**src/rtl/hazard_scoreboard.sv**
```systemverilog
// Hazard controller for the 5-stage RV32 pipeline: EX/D forwarding, load-use and branch
// stalls, a pending-write scoreboard for the out-of-order long-latency unit, and a stall counter.
module hazard_scoreboard #(
  parameter int REG_ADDR_W  = 5,
  parameter int STALL_CNT_W = 32
) (
  input  logic                         i_clk,
  input  logic                         i_rst_n,

  input  logic [REG_ADDR_W-1:0]        i_rs1_D,
  input  logic [REG_ADDR_W-1:0]        i_rs2_D,
  input  logic [REG_ADDR_W-1:0]        i_rd_D,
  input  logic                         i_branch_D,
  input  logic                         i_wr_en_D,
  input  logic                         i_long_op_D,

  input  logic [REG_ADDR_W-1:0]        i_rs1_E,
  input  logic [REG_ADDR_W-1:0]        i_rs2_E,

  input  logic                         i_register_file_wr_en_E,
  input  logic                         i_register_file_wr_en_M,
  input  logic                         i_register_file_wr_en_W,
  input  logic [REG_ADDR_W-1:0]        i_register_file_wr_addr_E,
  input  logic [REG_ADDR_W-1:0]        i_register_file_wr_addr_M,
  input  logic [REG_ADDR_W-1:0]        i_register_file_wr_addr_W,
  input  logic                         i_sel_result_E,
  input  logic                         i_sel_result_M,

  input  logic                         i_long_issue_E,
  input  logic                         i_long_busy,
  input  logic                         i_long_wb_valid,
  input  logic [REG_ADDR_W-1:0]        i_long_wb_addr,

  output logic                         o_stall_F,
  output logic                         o_stall_D,
  output logic                         o_flush_E,
  output logic                         o_fwdA_D,
  output logic                         o_fwdB_D,
  output logic [1:0]                   o_fwdA_E,
  output logic [1:0]                   o_fwdB_E,
  output logic [(2**REG_ADDR_W)-1:0]   o_pending,
  output logic [STALL_CNT_W-1:0]       o_stall_count
);

  localparam int NUM_REGS = 2**REG_ADDR_W;
  localparam logic [REG_ADDR_W-1:0]  X0      = '0;
  localparam logic [STALL_CNT_W-1:0] CNT_ONE = {{(STALL_CNT_W-1){1'b0}}, 1'b1};
  localparam logic [STALL_CNT_W-1:0] CNT_MAX = '1;

  localparam logic [1:0] FWD_RF   = 2'b00;
  localparam logic [1:0] FWD_W    = 2'b01;
  localparam logic [1:0] FWD_M    = 2'b10;
  localparam logic [1:0] FWD_LONG = 2'b11;

  logic [NUM_REGS-1:0]    pending_q, pending_d;
  logic [STALL_CNT_W-1:0] stall_cnt_q, stall_cnt_d;

  logic lw_stall, branch_stall, sb_stall, struct_stall, stall;

  // The M slot outranks the long writeback because it is the younger producer of the value.
  function automatic logic [1:0] fwd_sel_e(
    input logic [REG_ADDR_W-1:0] src,
    input logic                  wen_m,
    input logic [REG_ADDR_W-1:0] addr_m,
    input logic                  load_m,
    input logic                  long_v,
    input logic [REG_ADDR_W-1:0] long_addr,
    input logic                  wen_w,
    input logic [REG_ADDR_W-1:0] addr_w
  );
    logic [1:0] sel;
    sel = FWD_RF;
    if (src != X0) begin
      if (wen_m && addr_m == src && !load_m)  sel = FWD_M;
      else if (long_v && long_addr == src)    sel = FWD_LONG;
      else if (wen_w && addr_w == src)        sel = FWD_W;
    end
    return sel;
  endfunction

  // A branch source depends on an ALU result still in E or a load value still in M.
  function automatic logic branch_dep(
    input logic [REG_ADDR_W-1:0] src,
    input logic                  wen_e,
    input logic [REG_ADDR_W-1:0] addr_e,
    input logic                  load_m,
    input logic [REG_ADDR_W-1:0] addr_m
  );
    return (src != X0) && ((wen_e && addr_e == src) || (load_m && addr_m == src));
  endfunction

  // NOTE: purely combinational logic uses always_comb with a default assigned first, so no latch can form.
  always_comb begin
    o_fwdA_E = fwd_sel_e(i_rs1_E,
                         i_register_file_wr_en_M, i_register_file_wr_addr_M, i_sel_result_M,
                         i_long_wb_valid, i_long_wb_addr,
                         i_register_file_wr_en_W, i_register_file_wr_addr_W);
    o_fwdB_E = fwd_sel_e(i_rs2_E,
                         i_register_file_wr_en_M, i_register_file_wr_addr_M, i_sel_result_M,
                         i_long_wb_valid, i_long_wb_addr,
                         i_register_file_wr_en_W, i_register_file_wr_addr_W);
  end

  always_comb begin
    o_fwdA_D = (i_rs1_D != X0) && (i_rs1_D == i_register_file_wr_addr_M) &&
               i_register_file_wr_en_M && !i_sel_result_M;
    o_fwdB_D = (i_rs2_D != X0) && (i_rs2_D == i_register_file_wr_addr_M) &&
               i_register_file_wr_en_M && !i_sel_result_M;
  end

  always_comb begin
    lw_stall = i_sel_result_E && (i_register_file_wr_addr_E != X0) &&
               ((i_register_file_wr_addr_E == i_rs1_D) || (i_register_file_wr_addr_E == i_rs2_D));

    branch_stall = i_branch_D &&
      (branch_dep(i_rs1_D, i_register_file_wr_en_E, i_register_file_wr_addr_E,
                  i_sel_result_M, i_register_file_wr_addr_M) ||
       branch_dep(i_rs2_D, i_register_file_wr_en_E, i_register_file_wr_addr_E,
                  i_sel_result_M, i_register_file_wr_addr_M));

    // Registered bits only: a same-cycle writeback still stalls, the reader picks it up next cycle.
    sb_stall = pending_q[i_rs1_D] || pending_q[i_rs2_D] ||
               (i_wr_en_D && pending_q[i_rd_D]);

    struct_stall = i_long_op_D && (i_long_busy || i_long_issue_E);

    stall = lw_stall || branch_stall || sb_stall || struct_stall;
  end

  assign o_stall_F = stall;
  assign o_stall_D = stall;
  assign o_flush_E = stall;

  // Clear first, then set, so an issue and a writeback to the same register leave it pending.
  always_comb begin
    pending_d = pending_q;
    if (i_long_wb_valid) begin
      pending_d[i_long_wb_addr] = 1'b0;
    end
    if (i_long_issue_E && (i_register_file_wr_addr_E != X0)) begin
      pending_d[i_register_file_wr_addr_E] = 1'b1;
    end
    pending_d[0] = 1'b0;
  end

  always_comb begin
    stall_cnt_d = stall_cnt_q;
    if (stall && (stall_cnt_q != CNT_MAX)) begin
      stall_cnt_d = stall_cnt_q + CNT_ONE;
    end
  end

  // NOTE: state registers use non-blocking assignments and clear on the asynchronous reset edge.
  always_ff @(posedge i_clk or negedge i_rst_n) begin
    if (!i_rst_n) begin
      pending_q   <= '0;
      stall_cnt_q <= '0;
    end else begin
      pending_q   <= pending_d;
      stall_cnt_q <= stall_cnt_d;
    end
  end

  assign o_pending     = pending_q;
  assign o_stall_count = stall_cnt_q;

endmodule

```
**config.mk**
```make
export PLATFORM = sky130hd
export DESIGN_NAME = hazard_scoreboard
export DESIGN_NICKNAME = d
export VERILOG_FILES = /design/src/rtl/hazard_scoreboard.sv
export SDC_FILE = /design/constraint.sdc
export NUM_CORES = 1
export LEC_CHECK = 0
export CORE_ASPECT_RATIO = 0.8
export CORE_UTILIZATION = 53
export DETAILED_ROUTE_END_ITERATION = 10
export PLACE_DENSITY = 0.93
export SLEW_MARGIN = 25
export SYNTH_ARGS = -nofsm -noshare
export SYNTH_HDL_FRONTEND = slang
export SYNTH_SLANG_ARGS = --single-unit
```
**constraint.sdc**
```tcl
create_clock -name i_clk -period 7.55 [get_ports i_clk]
set_input_delay 2.265 -clock i_clk [delete_from_list [all_inputs] [get_ports i_clk]]
set_output_delay 2.265 -clock i_clk [all_outputs]
set_load 0.005 [all_outputs]
```
After elaboration in Yosys (flattened, before gate mapping)
Index checks and enable logic that the tools add are counted.

word-level totals
  bits in registers = 63
  memories kept = 0
  memory bits (read-only) = 0
  RAM bits = 0
  bits in latches = 0
  output and inout bits = 73

operators by class
  reduce and logical (&&, ||, !) cells = 45
  $lt $le $gt $ge = 7
  $add $sub $neg = 1
  equal/unequal tests = 13
  divide/modulo/power cells = 0
  bitwise operators = 3
  multipliers = 0
  multiplexer cells = 20
  shift operators = 0

operator list
  cell                                                               count
  2-to-1 mux 32 bit                                                  2
  equality test 5 bit                                                12
  adder 32 x 1 -> 32 bit, second input constant                      1
  bitwise AND 32 bit                                                 1
  != test 32 bit, second input constant                              1
  NOT 32 bit                                                         1
  OR 32 bit                                                          1
  < comparator 5 x 6 -> 1 bit, second input constant                 5
  logical AND 1 bit                                                  29
  nonzero test 5 bit                                                 5
  binary-select mux 1 bit (select 5 bit)                             3
  2-to-1 mux 2 bit                                                   6
  demux 1 bit (select 5 bit)                                         2
  greater-or-equal comparator 5 x 1 -> 1 bit, second input constant  2
  logical OR 1 bit                                                   10
  2-to-1 mux 1 bit                                                   7
  zero test 1 bit                                                    1

Longest topological paths before layout
  word-level depth = 10
  mapped depth = 11
  depth with buffers taken out = 8

Least setup slack after synthesis
No wires, ideal clock.

  kind = input -> output
  start point = input i_rd_D[1]
  end point = output o_stall_D
  required time = 5.285 ns
  data arrival time = 4.329 ns
  path slack = 0.956 ns
  stages on the path = 10
  cells stage by stage = buf_2 > mux4_2 > nor2b_1 > a211oi_1 > a21oi_1 > a32o_1 > nor4_4 > buf_6 > inv_1 > buf_4

on the way
  longest elaborated chain between the ends = 6

RTL lines
  what                                    RTL line  text
  start: declaration                      12        input logic [REG_ADDR_W-1:0] i_rd_D,
  binary-select mux 1 bit (select 5 bit)  123       (i_wr_en_D && pending_q[i_rd_D]);
  2-to-1 mux 1 bit (not written as such)  123
  logical AND 1 bit                       123
  logical OR 1 bit                        122       sb_stall = pending_q[i_rs1_D] || pending_q[i_rs2_D] ||
  logical OR 1 bit (2 in a row)           127       stall = lw_stall || branch_stall || sb_stall || struct_stall;
  end: declaration                        35        output logic o_stall_D,

No other way between the ends. The select of a mux whose other input is x is not followed.

Final worst setup path
  start point = input i_rs2_D[2]
  end point = output o_stall_D

on the way
  longest elaborated chain between the ends = 9
  elaborated cells between the ends (all ways) = 18
  those cells by class = eq/ne (2); mux (2); reduce/logical (14)

RTL lines
  what                                                                                            RTL line  text
  start: declaration                                                                              11        input logic [REG_ADDR_W-1:0] i_rs2_D,
  parallel branches: the longest is 7 deep, another holds binary-select mux 1 bit (select 5 bit)  n/a
  logical OR 1 bit * (2 in a row)                                                                 127

Mark *: on every way between the ends. The select of a mux whose other input is x is not followed.

==> results.yml <==
outcome:
  outcome: "finished clean"
cells_and_area:
  design_area_um2: 6150
  final_nets: 652
  syn_to_final_growth_pct: 32.7
  fill_cells: 598
  drive_gt1_share_pct: 13.7
  n_antenna_cell: 0
  finalNonFillerCells: 710
global_routing:
  met2_usage_pct: 52.8
  grtUsageTotal_pct: 32.0
  grtUsageMet3_pct: 5.62
  antenna_found_initial: 0
  grt.busiest_layer: "met2"
  first_global_vias: 4519
  grt_pass1_wl_um: 22900
  overflow: 0
  grt_max_degree: 64
  gr-usage-met1_pct: 41.3
die:
  start_util_pct: 54.6
  rows: 30
  io_pins: 131
  die_area_um2: 9130
  fp.coreArea_um2: 8480
  die_height_um: 85.7
  die_w_um: 107
detailed_routing:
  first_pass_iters: 5
  ant_nets: 0
  dr.first_iter.drc_count: 419
  drcViolationCount: 0
  routed_via_density: 6.38
  vias: 4530
  wl_per_cell_um: 20.4
  wl_um: 14500
yosys:
  synth_edf_count: 0
  async_reset_ff_share_pct: 100
  seq_area_frac_synth_pct: 34.0
  syn_inst: 473
  ys_types: 57
  synth_common_cells: "xor2_1 (65), o21ai_0 (64), dfrtp_1 (63)"
  synth.area.top_cells: "dfrtp_1 (34%), xor2_1 (12%), mux4_2 (7.8%)"
  netlist_area_um2: 4640
  syn_nets: 532
  synth-seq-cells: 63
  synth_ff_type: "dfrtp_1"
  ys_warn_count: 0
  avgSynthCellArea_um2: 9.80
  yosys.area.top_type_share_pct: 34.0
  synth.largest_area_cell: "dfrtp_1"
  yosysMostFrequentCell: "xor2_1"
timing:
  hold_viol_final: 0
  period_needed_ns: 7.50
  finalCritPeriodShare_pct: 99.3
  setup_ws_ns: 0.0495
  finalSetupTns_ns: 0
  relSlewSlack_pct: 46.4
  setup_viol: 0
  max_freq_mhz: 133
  timing.hold.ws_ns: 0.502
  slew_viol_final: 0
  tightest_slew_ns: 0.804
  fin_skew_ns: 0.0117
  grt_setup_unrepaired: "false"
pwr:
  power_density_nw_per_um2: 225
  p_seq_share_pct: 41.4
  p_comb_share_pct: 39.9
  swShare_pct: 37.0
  p_switching_mw: 0.513
  clkPwrFrac_pct: 18.6
  intPower_mw: 0.872
  ir_drop_v: 0.000207
  p_leak_nw: 2.37
placed_design:
  dp_hpwl_um: 10600
  port-buffer-count: 129
  gp_congestion: 0.978
  post_dp_cell_area_um2: 5980
  placed_cells: 694
  pre_cts_ws_ns: 0.138
clock_network:
  numCtsBuffers: 9
  path_clk_slew_ns: 0.07
  cts_tree: "done"
  cts_sinks: 63
  clk_latency_ns: 0.34
  clockRootBuffer: "clkbuf_8"
  hold_buffers: 0
  cts_htree_levels: 3
  cts_buffer_depth: 2
  ctsResizeCount: 0
  post_cts_buffers: 0
critical_path:
  crit_type: "input port to output port"
  cp-endpoint: "o_stall_D"
  worstReg2RegStart: "o_stall_count[8]"
  r2r_slack_ns: 4.22
  path_max_fanout: 10
  crit_arrival_ns: 5.24
  slowest_stage: "or4_4"
  crit_start: "i_rs2_D[2]"
  timing.rr.end: "o_stall_count[1]"
  worstPathCellList: "clkdlybuf4s50_1, buf_4, nor2b_1, a2bb2oi_1, nand3_1, o21ai_1, or4_4, nor4_4, inv_1, clkdlybuf4s50_1"
  max_stage_delay_ns: 0.56
  cp_data_required_time_ns: 5.29
  worstSetupStartpointType: "input port"
  cp_common_cell: "clkdlybuf4s50_1"
  crit_path_end_kind: "output port"
  r2r_cells: 8
hold_path:
  hold_path.class: "register to register"
job:
  drv_cap: 0
-- layer usage --
| layer | vias to the layer above | part of all wire (%) |
|---|---|---|
| met3 | 38 | 11 |
| met1 | 2186 | 39 |
| met4 | 0 | 2.3 |
| li1 | 1977 | - |
| met5 | - | 0 |
| met2 | 329 | 48 |
-- power groups by stage --
stage	Sequential (mW)	Clock, mW	Combinational [mW]
global placement	0.563	0	0.524
CTS	0.566	0.263	0.552
finish	0.574	0.258	0.553
floorplan	0.535	0	0.261
global route	0.583	0.282	0.596
detailed placement	0.569	0	0.548
-- registers in the layout, summed over array words and instances (netlist names) --
name	count
o_pending	31
o_stall_count	32
-- through the flow --
stage / power (mW) / utilization (%)
5_1_grt: 1.46 / 72.5
4_1_cts: 1.38 / 72.5
3_5_place_dp: 1.12 / 70.4
6_report: 1.39 / 72.5
3_3_place_gp: 1.09 / 70.4
2_1_floorplan: 0.795 / -
-- critical path, delay by kind of cell --
family,cells,cell delay (ns)
buffers and inverters,4,1.36
AO/OA/AOI/OAI,2,0.25
AND/OR/NAND/NOR,4,1.37
-- final cells by class --
type / instances / area [um^2] / area share (%)
sequential: 63 / 1580 / 25.6
multi-input combinational: 374 / 2870 / 46.7
timing repair buffer: 140 / 1370 / 22.3
inverter: 5 / 18.8 / 0.305
clock buffer: 9 / 124 / 2.01
clock inverter: 7 / 50.0 / 0.814
tap: 112 / 140 / 2.28
-- cell usage in the layout (no fill, tap or decap), drive strengths merged, types with 9 or more instances in the layout --
cell type / instances
clkbuf: 9
xnor2: 16
nand2: 17
nand4: 12
nor3: 27
nand3: 27
clkdlybuf4s50: 128
nand3b: 12
xor2: 65
nor2: 20
o21ai: 66
nor4: 14
mux2i: 13
dfrtp: 63
buf: 12
mux4: 16
-- worst min-delay path by stage --
stage                   endpoint  depth (start not counted)               from
2_1_floorplan  o_stall_count[20]                          1  o_stall_count[20]
3_3_place_gp   o_stall_count[23]                          1  o_stall_count[23]
3_5_place_dp   o_stall_count[20]                          1  o_stall_count[20]
4_1_cts        o_stall_count[20]                          1  o_stall_count[20]
5_1_grt        o_stall_count[20]                          1  o_stall_count[20]
6_report       o_stall_count[20]                          1  o_stall_count[20]
-- kinds of logic after synthesis --
family                   after synthesis  share of synthesized area, %
AO/OA/AOI/OAI                         88                          10.5
buffers and inverters                 36                          4.24
flip-flops                            63                          34.0
adder cells (fa/ha/maj)                1                         0.270
multiplexers                          34                          11.9
other                                  1                        0.0809
XOR/XNOR                              81                          15.3
AND/OR/NAND/NOR                      169                          23.7
Power figures use the tool's default switching activity.
